--- config.mk ---
export PLATFORM = sky130hd
export DESIGN_NAME = hazard_stall_ctrl
export DESIGN_NICKNAME = d
export VERILOG_FILES = /design/src/rtl/hazard_stall_ctrl.sv
export SDC_FILE = /design/constraint.sdc
export NUM_CORES = 1
export LEC_CHECK = 0
export ABC_AREA = 1
export BUFFER_PORTS_ARGS = -buffer_cell sky130_fd_sc_hd__buf_2
export CORE_MARGIN = 3
export CORE_UTILIZATION = 52
export DETAILED_ROUTE_END_ITERATION = 8
export PLACE_DENSITY = 0.9
export SYNTH_ARGS = -nofsm -noshare
export SYNTH_HDL_FRONTEND = slang
export SYNTH_SLANG_ARGS = --single-unit
--- constraint.sdc ---
create_clock -name clk_i -period 4.08 [get_ports clk_i]
set_input_delay 0 -clock clk_i [delete_from_list [all_inputs] [get_ports clk_i]]
set_output_delay 0 -clock clk_i [all_outputs]
set_load 0.1 [all_outputs]
--- src/rtl/hazard_stall_ctrl.sv ---
// Pipeline hazard and stall controller: resolves memory waits, multi-cycle
// MDU occupancy, load-use hazards and taken-branch flushes into pipeline enables.
module hazard_stall_ctrl #(
    parameter int MDU_CYCLES = 4
) (
    input  logic        clk_i,
    input  logic        rst_i,
    input  logic        IDEX_MemRead_i,
    input  logic [4:0]  IDEX_RegisterRt_i,
    input  logic [4:0]  IFID_RegisterRs_i,
    input  logic [4:0]  IFID_RegisterRt_i,
    input  logic        IDEX_MulDiv_i,
    input  logic        Branch_Taken_i,
    input  logic        Dmem_Req_i,
    input  logic        Dmem_Ack_i,
    output logic        PC_Write_o,
    output logic        IFID_Write_o,
    output logic        IFID_Flush_o,
    output logic        IDEX_Bubble_o,
    output logic        Pipe_Hold_o,
    output logic [1:0]  State_o,
    output logic [15:0] Stall_Count_o
);

    typedef enum logic [1:0] {
        RUN      = 2'b00,
        MDU_BUSY = 2'b01,
        MEM_WAIT = 2'b10
    } stateT;

    localparam logic [3:0] MDU_RELOAD = 4'(MDU_CYCLES - 2);

    stateT       state;
    stateT       stateNext;
    logic [3:0]  cnt;
    logic [3:0]  cntNext;
    logic [15:0] stallCount;

    logic evalCycle;
    logic ignoreMem;
    logic ignoreMdu;
    logic loadUse;
    logic pcWrite;
    logic ifidWrite;
    logic ifidFlush;
    logic idexBubble;
    logic pipeHold;

    assign loadUse = IDEX_MemRead_i && (IDEX_RegisterRt_i != 5'd0) &&
                     ((IDEX_RegisterRt_i == IFID_RegisterRs_i) ||
                      (IDEX_RegisterRt_i == IFID_RegisterRt_i));

    always_ff @(posedge clk_i or posedge rst_i) begin
        if (rst_i) begin
            state <= RUN;
            cnt   <= 4'd0;
        end else begin
            state <= stateNext;
            cnt   <= cntNext;
        end
    end

    // Busy states either hold the pipe or fall through into a normal evaluation
    // with the condition that caused the wait masked off.
    always_comb begin
        stateNext  = state;
        cntNext    = cnt;
        evalCycle  = 1'b0;
        ignoreMem  = 1'b0;
        ignoreMdu  = 1'b0;
        pcWrite    = 1'b0;
        ifidWrite  = 1'b0;
        ifidFlush  = 1'b0;
        idexBubble = 1'b0;
        pipeHold   = 1'b0;

        case (state)
            RUN: evalCycle = 1'b1;
            MDU_BUSY: begin
                if (cnt != 4'd0) begin
                    pipeHold = 1'b1;
                    cntNext  = cnt - 4'd1;
                end else begin
                    evalCycle = 1'b1;
                    ignoreMdu = 1'b1;
                end
            end
            MEM_WAIT: begin
                if (!Dmem_Ack_i) begin
                    pipeHold = 1'b1;
                end else begin
                    evalCycle = 1'b1;
                    ignoreMem = 1'b1;
                end
            end
            default: stateNext = RUN;
        endcase

        if (evalCycle) begin
            stateNext = RUN;
            if (Dmem_Req_i && !Dmem_Ack_i && !ignoreMem) begin
                pipeHold  = 1'b1;
                stateNext = MEM_WAIT;
            end else if (IDEX_MulDiv_i && !ignoreMdu) begin
                pipeHold  = 1'b1;
                stateNext = MDU_BUSY;
                cntNext   = MDU_RELOAD;
            end else if (loadUse) begin
                idexBubble = 1'b1;
            end else if (Branch_Taken_i) begin
                pcWrite   = 1'b1;
                ifidWrite = 1'b1;
                ifidFlush = 1'b1;
            end else begin
                pcWrite   = 1'b1;
                ifidWrite = 1'b1;
            end
        end

        if (rst_i) begin
            pcWrite    = 1'b0;
            ifidWrite  = 1'b0;
            ifidFlush  = 1'b0;
            idexBubble = 1'b0;
            pipeHold   = 1'b0;
        end
    end

    // Saturating count of cycles in which the PC did not advance.
    always_ff @(posedge clk_i or posedge rst_i) begin
        if (rst_i) begin
            stallCount <= 16'd0;
        end else if (!pcWrite && (stallCount != 16'hFFFF)) begin
            stallCount <= stallCount + 16'd1;
        end
    end

    assign PC_Write_o    = pcWrite;
    assign IFID_Write_o  = ifidWrite;
    assign IFID_Flush_o  = ifidFlush;
    assign IDEX_Bubble_o = idexBubble;
    assign Pipe_Hold_o   = pipeHold;
    assign State_o       = state;
    assign Stall_Count_o = stallCount;

endmodule

# Word level (Yosys, flattened, before mapping)
# Cells that the tools add are included.
[totals]
reg_bits = 22
inputBits = 22
elab_cells = 63
out_inout_bits = 23
[classes]
n_reduce_logical = 15
add_sub_neg = 2
n_eq_ne = 6
muxes = 37
[op_table]
columns = ["cell", "count"]
rows = [
  ["$mux 1", 27],
  ["$mux 4", 5],
  ["$add 16x1->16 const B", 1],
  ["$ne 16x16->1 const B", 1],
  ["$eq 5x5->1", 2],
  ["$logic_and 1x1->1", 6],
  ["$mux 2", 3],
  ["$reduce_bool 5->1", 1],
  ["$logic_not 1->1", 4],
  ["$reduce_bool 4->1", 1],
  ["$sub 4x1->4 const B", 1],
  ["$pmux 1 s3", 1],
  ["$reduce_or 3->1", 1],
  ["$eq 2x1->1 const B", 1],
  ["$eq 2x2->1 const B", 1],
  ["$logic_not 2->1", 1],
  ["$ne 2x1->1 const B", 1],
  ["$pmux 1 s2", 1],
  ["$logic_or 1x1->1", 1],
]

# Logic depth before layout (Yosys ltp)
# Gate-level depths: netlist of the first run.
[logic_depth]
depth_word = 11
ltp_mapped = 13
depth_no_buf = 12

# Worst setup path before layout of the first run
# Ideal clock, no wire load.
[synth_path]
kind = "flip-flop to output port"
startpoint = "register state[0], in the netlist State_o[0]"
endpoint = "output port IDEX_Bubble_o"
arrival_ps = 3651
path_stages_with_launch = 6
required_ps = 4080
n_path_buf = 0
setup_slack_ps = 429
path_cell_list = "dfrtp_1 -> ha_1 -> nand2_2 -> nand2_1 -> nand3_1 -> nor3_1"
[synth_between]
elab_chain_cells = 8
elab_cells_between_ends = 14
classes_between = "2 x eq/ne; 7 x mux; 5 x reduce/logical"
[synth_lines]
columns = ["element", "line_no", "source"]
rows = [
  ["start: declaration", "33", "stateT state;"],
  ["start signal: assignment", "58", "state <= stateNext;"],
  ["$eq 2x1->1", "77", "case (state)"],
  ["$mux 1", "77", ""],
  ["$logic_not 1->1", "104", "end else if (IDEX_MulDiv_i && !ignoreMdu) begin"],
  ["$logic_and 1x1->1", "104", ""],
  ["$mux 1", "104", ""],
  ["$mux 1", "101", "if (Dmem_Req_i && !Dmem_Ack_i && !ignoreMem) begin"],
  ["$mux 1 (*)", "99", "if (evalCycle) begin"],
  ["$mux 1 (*)", "120", "if (rst_i) begin"],
  ["end: declaration", "19", "output logic IDEX_Bubble_o,"],
]
# Mark *: on every way between the ends. The rest lies on a longest branch, timed or not.

# Final worst setup path of the first run
[layout_path]
startpoint = "input port rst_i"
endpoint = "output port IFID_Flush_o"
[layout_between]
elab_chain_cells = 1
[layout_lines]
columns = ["element", "line_no", "source"]
rows = [
  ["start: declaration", "7", "input logic rst_i,"],
  ["$mux 1", "120", ""],
  ["end: declaration", "18", "output logic IFID_Flush_o,"],
]
# No other way between the ends.

==> summary.md, run 1 <==
| Metric | Value |
|---|---|
| Die ar. | around 4000 um2 |
| Tightest Hold Check Type | in -> reg |
| H-tree levels | 1 |
| Die W | 62.9 um |
| First-pass GRT wire length | around 5.8 mm |
| Pwr Density | around 640 nW/um2 |
| Gr usage total | 17.3% |
| R2R Path Start | cnt[0]$_DFF_PP0_ |
| CTS Root Cell | clkbuf_4 |
| Req. time, crit path | around 4000 ps |
| Synthesized net count | 268 |
| Max Slew Vio Count | 0 |
| Post-cts gate resize count | 0 |
| Final Non-Filler Cells | approximately 330 |
| CP endpoint kind | primary output |
| # setup viols final | 0 |
| Hpwl dp | between 2 and 3 mm |
| Worst Setup Start Kind | input pin |
| Worst rel slew slack | 44.0% |
| Commonest cells after routing, fill and taps aside | nand2_1 (79), buf_2 (44), inv_1 (37), nand3_1 (24), dfrtp_1 (22) |
| Min Tclk post-route | about 2500 ps |
| Skew-Pair Late Insertion Delay | approximately 300 ps |
| Register area share after synthesis | ~33% |
| Hold_sp | Dmem_Ack_i |
| WS Path Type | in -> out |
| Remaining antenna violation count after routing | 0 |
| Synth top area cells | dfrtp_1 (33%), nand2_1 (18%), inv_1 (8.2%) |
| Status | finished clean |
| Unrepaired setup endpoints after global routing | no |
| Synth warnings | 0 |
| Area growth syn-to-layout | 15.9% |
| Synth cell types | 27 |
| Post-layout util | 63.5% |
| Clock tree from TritonCTS | done |
| Drt total wl | between 3 and 4 mm |
| Avg Vias per Cell | about 4.8 |
| Ys async rst share | between 90% and 100% |
| Post-DP Area | between 1500 and 2000 um2 |
| Fmax | between 400 and 500 MHz |
| DRT Pass-1 Iters | 4 |
| Commonest non-fill, non-tap cell in the layout | nand2_1 |
| CP Max Fanout | 23 |
| Clock Path Buffers | 2 |
| Leakage | between 1 and 1.5 nW |
| Pre-CTS setup slack | roughly 2000 ps |
| Final Cycle Share | approximately three fifths |
| Die Y-Extent | between 60 and 70 um |
| Synth Flop Type | dfrtp_1 |
| Top Ports | between 40 and 50 |
| Mapped cell area | roughly 1700 um2 |
| Fin. Hold Viols | 0 |
| Post-synth EDFFs | 0 |
| Port Buffers | 44 |
| Std cell rows | 20 |
| # clock sinks | 22 |
| Wire length per cell | 10.6 um |
| Vias post-DR | 1,557 |
| Synth top area share | about a third |
| Setup_tns | 0 ps |
| Max Cap Violations | 0 |
| Initial antenna violation count | 0 |
| Crit path arrival time | roughly 2500 ps |
| Peak supply drop | ~0.78 mV |
| Syn Inst Count | 239 |
| Final Cell Area | ~2000 um2 |
| Area leader, netlist | dfrtp_1 |
| Antenna Cells | 0 |
| GPL Wtd Cong | 0.811 |
| Final worst slack | 1580 ps |
| Drt drc | 0 |
| # placed instances | about 320 |
| Smallest hold slack | about 110 ps |
| Layout cells sized above 1 | between 20% and 30% |
| Worst Setup SP | rst_i |
| Avg Inst Size Synth | 7.05 um2 |
| Largest net degree at the start of global routing | 24 |
| Initial DRC count | 50 |
| Layout Skew | about 3.2 ps |
| Fin nets | about 310 |
| Fillcell total | approximately 280 |
| Flops & latches, synth | 22 |
| Core area | between 3000 and 4000 um2 |
| Vias in the first global route | about 1.4k |
| # Post-CTS Setup Buffers | 0 |
| TritonCTS Buffers | 3 |
| Total power | around 1.3 mW |
| GRT overflow | 0 |
| Hold buffers post-CTS | 1 |
| Worst-path clk slew | ~120 ps |
| Initial Utilization | approximately 55% |
| Slew @ Worst Pin | roughly 840 ps |
-- synthesized netlist by cell type, types with 4 or more instances --
master	instances
nand2_2	4
o21ai_0	5
nor2_1	13
xor2_1	4
nand3_1	24
inv_1	37
nand2_1	79
dfrtp_1	22
nor3_1	5
ha_1	7
xnor2_1	10
-- per-layer routing --
layer	part of all wire (%)	track usage, %	routed length, um
met5	0	0	0
met4	0.67	3.03	23
met3	2.9	1.62	101
met2	50	31.2	1720
met1	46	22.6	1610
-- area by class of cell --
type	count	area, um2	area share [%]
tap	44	55.1	2.82
sequential	22	551	28.2
timing repair buffer	45	230	11.8
multi-input combinational	174	938	48.0
inverter	38	143	7.30
clock buffer	4	36.3	1.86
-- worst max-delay path, stage by stage --
cell and delay (ps):
dlygate4sd3_1 530, buf_2 130, inv_1 600, nand3_1 230
nor2_2 140, nand2_2 270, nor2_2 150, buf_2 430
-- power breakdown --
| group | internal, mW | switching [mW] |
|---|---|---|
| sequential | 0.278 | 0.0747 |
| combinational | 0.170 | 0.610 |
| clock | 0.0543 | 0.0651 |
-- cell families (layout without fill, tap and decap cells) --
group	count (synthesis)	in the layout	share of synthesized area (%)
and+or+nand+nor	141	141	39.2
buffers and inverters	43	87	11.7
DFF	22	22	32.7
xor gates and xnor gates	14	14	7.27
AOI/OAI and AO/OA	12	12	4.01
adders and majority gates	7	7	5.20
-- flip-flops by register name (all words and copies together), names as in the netlist --
signal,count
State_o,2
cnt,4
Stall_Count_o,16
-- path summary, 6_finish.rpt --
| path | endpoint | slack, ps | depth (start not counted) |
|---|---|---|---|
| min in group asynchronous | State_o[1]$_DFFE_PP0P_ | 420 | 3 |
| min reg2reg | Stall_Count_o[1]$_DFFE_PP0P_ | 550 | 2 |
| max reg2reg | Stall_Count_o[10]$_DFFE_PP0P_ | 2070 | 12 |
| max | IFID_Flush_o | 1580 | 8 |
| max in group asynchronous | Stall_Count_o[15]$_DFFE_PP0P_ | 3150 | 3 |
| min | State_o[1]$_DFFE_PP0P_ | 110 | 4 |
No activity file was read; power rests on OpenSTA's default activity.
==> inputs of run 2 (changes only) <==
--- a/config.mk
+++ b/config.mk
@@ -5,10 +5,10 @@
 export SDC_FILE = /design/constraint.sdc
 export NUM_CORES = 1
 export LEC_CHECK = 0
-export ABC_AREA = 1
+export ABC_AREA = 0
 export BUFFER_PORTS_ARGS = -buffer_cell sky130_fd_sc_hd__buf_2
 export CORE_MARGIN = 3
-export CORE_UTILIZATION = 52
+export CORE_UTILIZATION = 50
 export DETAILED_ROUTE_END_ITERATION = 8
 export PLACE_DENSITY = 0.9
 export SYNTH_ARGS = -nofsm -noshare
==> constraint.sdc (replaced) <==
create_clock -name clk_i -period 2.6 [get_ports clk_i]
set_input_delay 0 -clock clk_i [delete_from_list [all_inputs] [get_ports clk_i]]
set_output_delay 0 -clock clk_i [all_outputs]
set_load 0.1 [all_outputs]
==> run 2 against run 1 <==
Area after synthesis down 19%; die area down 15%; routed wire length down 18%; critical path type is now reg -> out.
==> summary.md, run 2 <==
| Metric | Value |
|---|---|
| Compound-gate portion of the synthesized area | 6.80% (+2.8 points) |
| Synth warnings | 0 (unchanged) |
| DRT Pass-1 Iters | 4 (unchanged) |
| Std cell rows | 18 (-10%) |
| Final Cell Area | 1680 um2 (-14%) |
| Status | finished clean |
| Min Tclk post-route | roughly 2500 ps |
| Req. time, crit path | 2600 ps (-1480 ps) |
| Post-synth EDFFs | 0 (unchanged) |
| Synth Flop Type | dfrtp_1 |
| Crit-path cells | inv_1 -> ha_1 -> nand4bb_1 -> o21ai_0 -> nand2_1 -> a21oi_4 -> and2_2 -> clkbuf_4 |
| Slew @ Worst Pin | 802 ps (-37.1 ps) |
| GRT overflow | 0 (unchanged) |
| Top-count cell post-synth | dfrtp_1 |
| Vias post-DR | 1,211 (-22%) |
| Main combinational cell family by area after synthesis | simple AND/OR/NAND/NOR gates |
| Unrepaired setup endpoints after global routing | no |
| Layout Skew | 5.57 ps (+2.36 ps) |
| Post-Synth XOR/XNOR Area | 13.5% (+6.2 points) |
| Number of flip-flops in the largest register | 16 (unchanged) |
| CP Max Fanout | 18 (-22%) |
| Clock tree from TritonCTS | done |
| Syn Inst Count | 146 (-39%) |
| Initial Utilization | 54.0% (-0.79 points) |
| Port Buffers | 44 (unchanged) |
| Smallest hold slack | 92.3 ps (-16.2 ps) |
| Hpwl dp | 2.22 mm (-17%) |
| Die W | 58.2 um (-7.5%) |
| Die Y-Extent | 58.2 um (-7.5%) |
| Remaining antenna violation count after routing | 0 (unchanged) |
| Crit path arrival time | 2450 ps (-50 ps) |
| Vias in the first global route | 1,113 (-21%) |
| WS Path Type | reg -> out |
| Critical Path Max Stage Delay | 450 ps (-150 ps) |
| Layout cells sized above 1 | 33.3% (+10 points) |
| Max Cap Violations | 0 (unchanged) |
| Area leader, netlist | dfrtp_1 |
| Avg Vias per Cell | 5.38 (+13%) |
| Commonest cells after routing, fill and taps aside | buf_2 (43), nand2_1 (20), dfrtp_1 (18), xnor2_1 (11), nor3_1 (11) |
| Fin. Hold Viols | 0 (unchanged) |
| Clock Path Buffers | 2 (unchanged) |
| Post-synthesis mux area share | 4.14% (+4.1 points) |
| Post-Synth Simple-Gate Area | 25.9% (-13 points) |
| Gr usage total | 17.6% (+0.24 points) |
| Final Cycle Share | ~94% |
| Wire length per cell | 12.5 um (+19%) |
| Ys async rst share | 100% (unchanged) |
| Setup_tns | 0 ps (unchanged) |
| Max Slew Vio Count | 0 (unchanged) |
| Synthesized net count | 175 (-35%) |
| Flops & latches, synth | 22 (unchanged) |
| Worst Setup Start Kind | flip-flop |
| Avg Inst Size Synth | 9.32 um2 (+32%) |
| GPL Wtd Cong | 0.839 (+3.5%) |
| Largest net degree at the start of global routing | 23 (-4.2%) |
| CTS Root Cell | clkbuf_4 |
| Synth cell types | 33 (+22%) |
| Worst Hold Depth | 4 (unchanged) |
| Core area | 2520 um2 (-18%) |
| Initial DRC count | 51 (+2.0%) |
| CP endpoint kind | primary output |
| Antenna Cells | 0 (unchanged) |
| Skew-Pair Late Insertion Delay | 310 ps (about the same) |
| Top Ports | 45 (unchanged) |
| Fmax | roughly 410 MHz |
| Crit-path slowest cell | dfrtp_2 |
| Commonest non-fill, non-tap cell in the layout | buf_2 |
| Drt total wl | 2.82 mm (-18%) |
| Register area share after synthesis | 40.4% (+7.8 points) |
| Synth top area share | 40.4% (+7.8 points) |
| Worst rel slew slack | 46.5% (+2.5 points) |
| First-pass GRT wire length | 4.71 mm (-18%) |
| Area growth syn-to-layout | 23.5% |
| Fin nets | 225 (-28%) |
| Synth top area cells | dfrtp_1 (40%), xnor2_1 (7.1%), ha_1 (6.4%) |
| Die ar. | 3380 um2 (-15%) |
| Worst-path clk slew | 110 ps (about the same) |
| Fraction of the mapped netlist area in adder cells | 6.43% (+1.2 points) |
| TritonCTS Buffers | 3 (unchanged) |
| # setup viols final | 0 (unchanged) |
| Post-DP Area | 1620 um2 (-15%) |
| Post-synth top cells | dfrtp_1 (22), nand2_1 (20), nor2_1 (11), nor3_1 (11), xnor2_1 (11) |
| Tightest Hold Check Type | in -> reg |
| Initial antenna violation count | 0 (unchanged) |
| # clock sinks | 22 (unchanged) |
| H-tree levels | 1 (unchanged) |
| Reg2reg path depth | 8 (-4) |
| Drt drc | 0 (unchanged) |
| Mapped cell area | 1360 um2 (-19%) |
run 2: worst max-delay path, delay by kind of cell (launching register included):
kind | cells | cell delay [ps]
and+or+nand+nor | 3 | 520
AOI/OAI and AO/OA | 2 | 510
DFF | 1 | 450
buffers and inverters | 2 | 430
adders and majority gates | 1 | 230
run 2: area by class of cell:
class,instances,area (um2)
clock buffer,4,36.3
fill,204,841
inverter,6,22.5
multi-input combinational,116,779
sequential,22,556
tap,30,37.5
timing repair buffer,47,250
run 2: kinds of logic (layout without fill, tap and decap cells):
group	count (synthesis)	after routing
buffers and inverters	8	57
multiplexers	5	5
adder cells (fa/ha/maj)	7	7
AND/OR/NAND/NOR	70	70
AO/OA/AOI/OAI	13	13
flip-flops	22	22
XOR/XNOR	21	21
run 2: path summary, 6_finish.rpt:
kind	end	startpoint	slack [ps]
worst max-delay path	IFID_Flush_o	State_o[1]$_DFFE_PP0P_	150
worst min-delay path	State_o[1]$_DFFE_PP0P_	Dmem_Req_i	90
worst max register to register	Stall_Count_o[14]$_DFFE_PP0P_	State_o[1]$_DFFE_PP0P_	440
worst min register to register	Stall_Count_o[10]$_DFFE_PP0P_	Stall_Count_o[10]$_DFFE_PP0P_	510
max in group asynchronous	State_o[1]$_DFFE_PP0P_	rst_i	1650
min in group asynchronous	cnt[2]$_DFF_PP0_	rst_i	400
run 2: repair_timing:
action / in CTS / in global routing
gates resized for setup: 0 / 1
setup endpoints to repair: 0 / 1
hold endpoints to repair: 23 / 0
setup buffers: 0 / 0
hold buffers: 2 / 0
run 2: through the flow:
step | util (%) | setup slack [ps] | instances
3_3_place_gp | 64.3 | 485 | 219
5_1_grt | 66.7 | 13.9 | 225
3_5_place_dp | 64.3 | 423 | 219
4_1_cts | 66.6 | 58.5 | 225
6_report | 66.7 | 147 | 225
2_1_floorplan | - | 123 | 146
run 2: layer usage:
layer | global-route usage [%] | wire, um | vias up
met1 | 22.5 | 1320 | 563
met2 | 30.3 | 1270 | 38
li1 | - | - | 605
met5 | 0 | 0 | -
met3 | 1.78 | 187 | 5
met4 | 6.95 | 44 | 0
Power of run 2 is left out: the tool's default activity adds up to more than one toggle a clock period on the data nets, which glitch-free logic cannot reach.
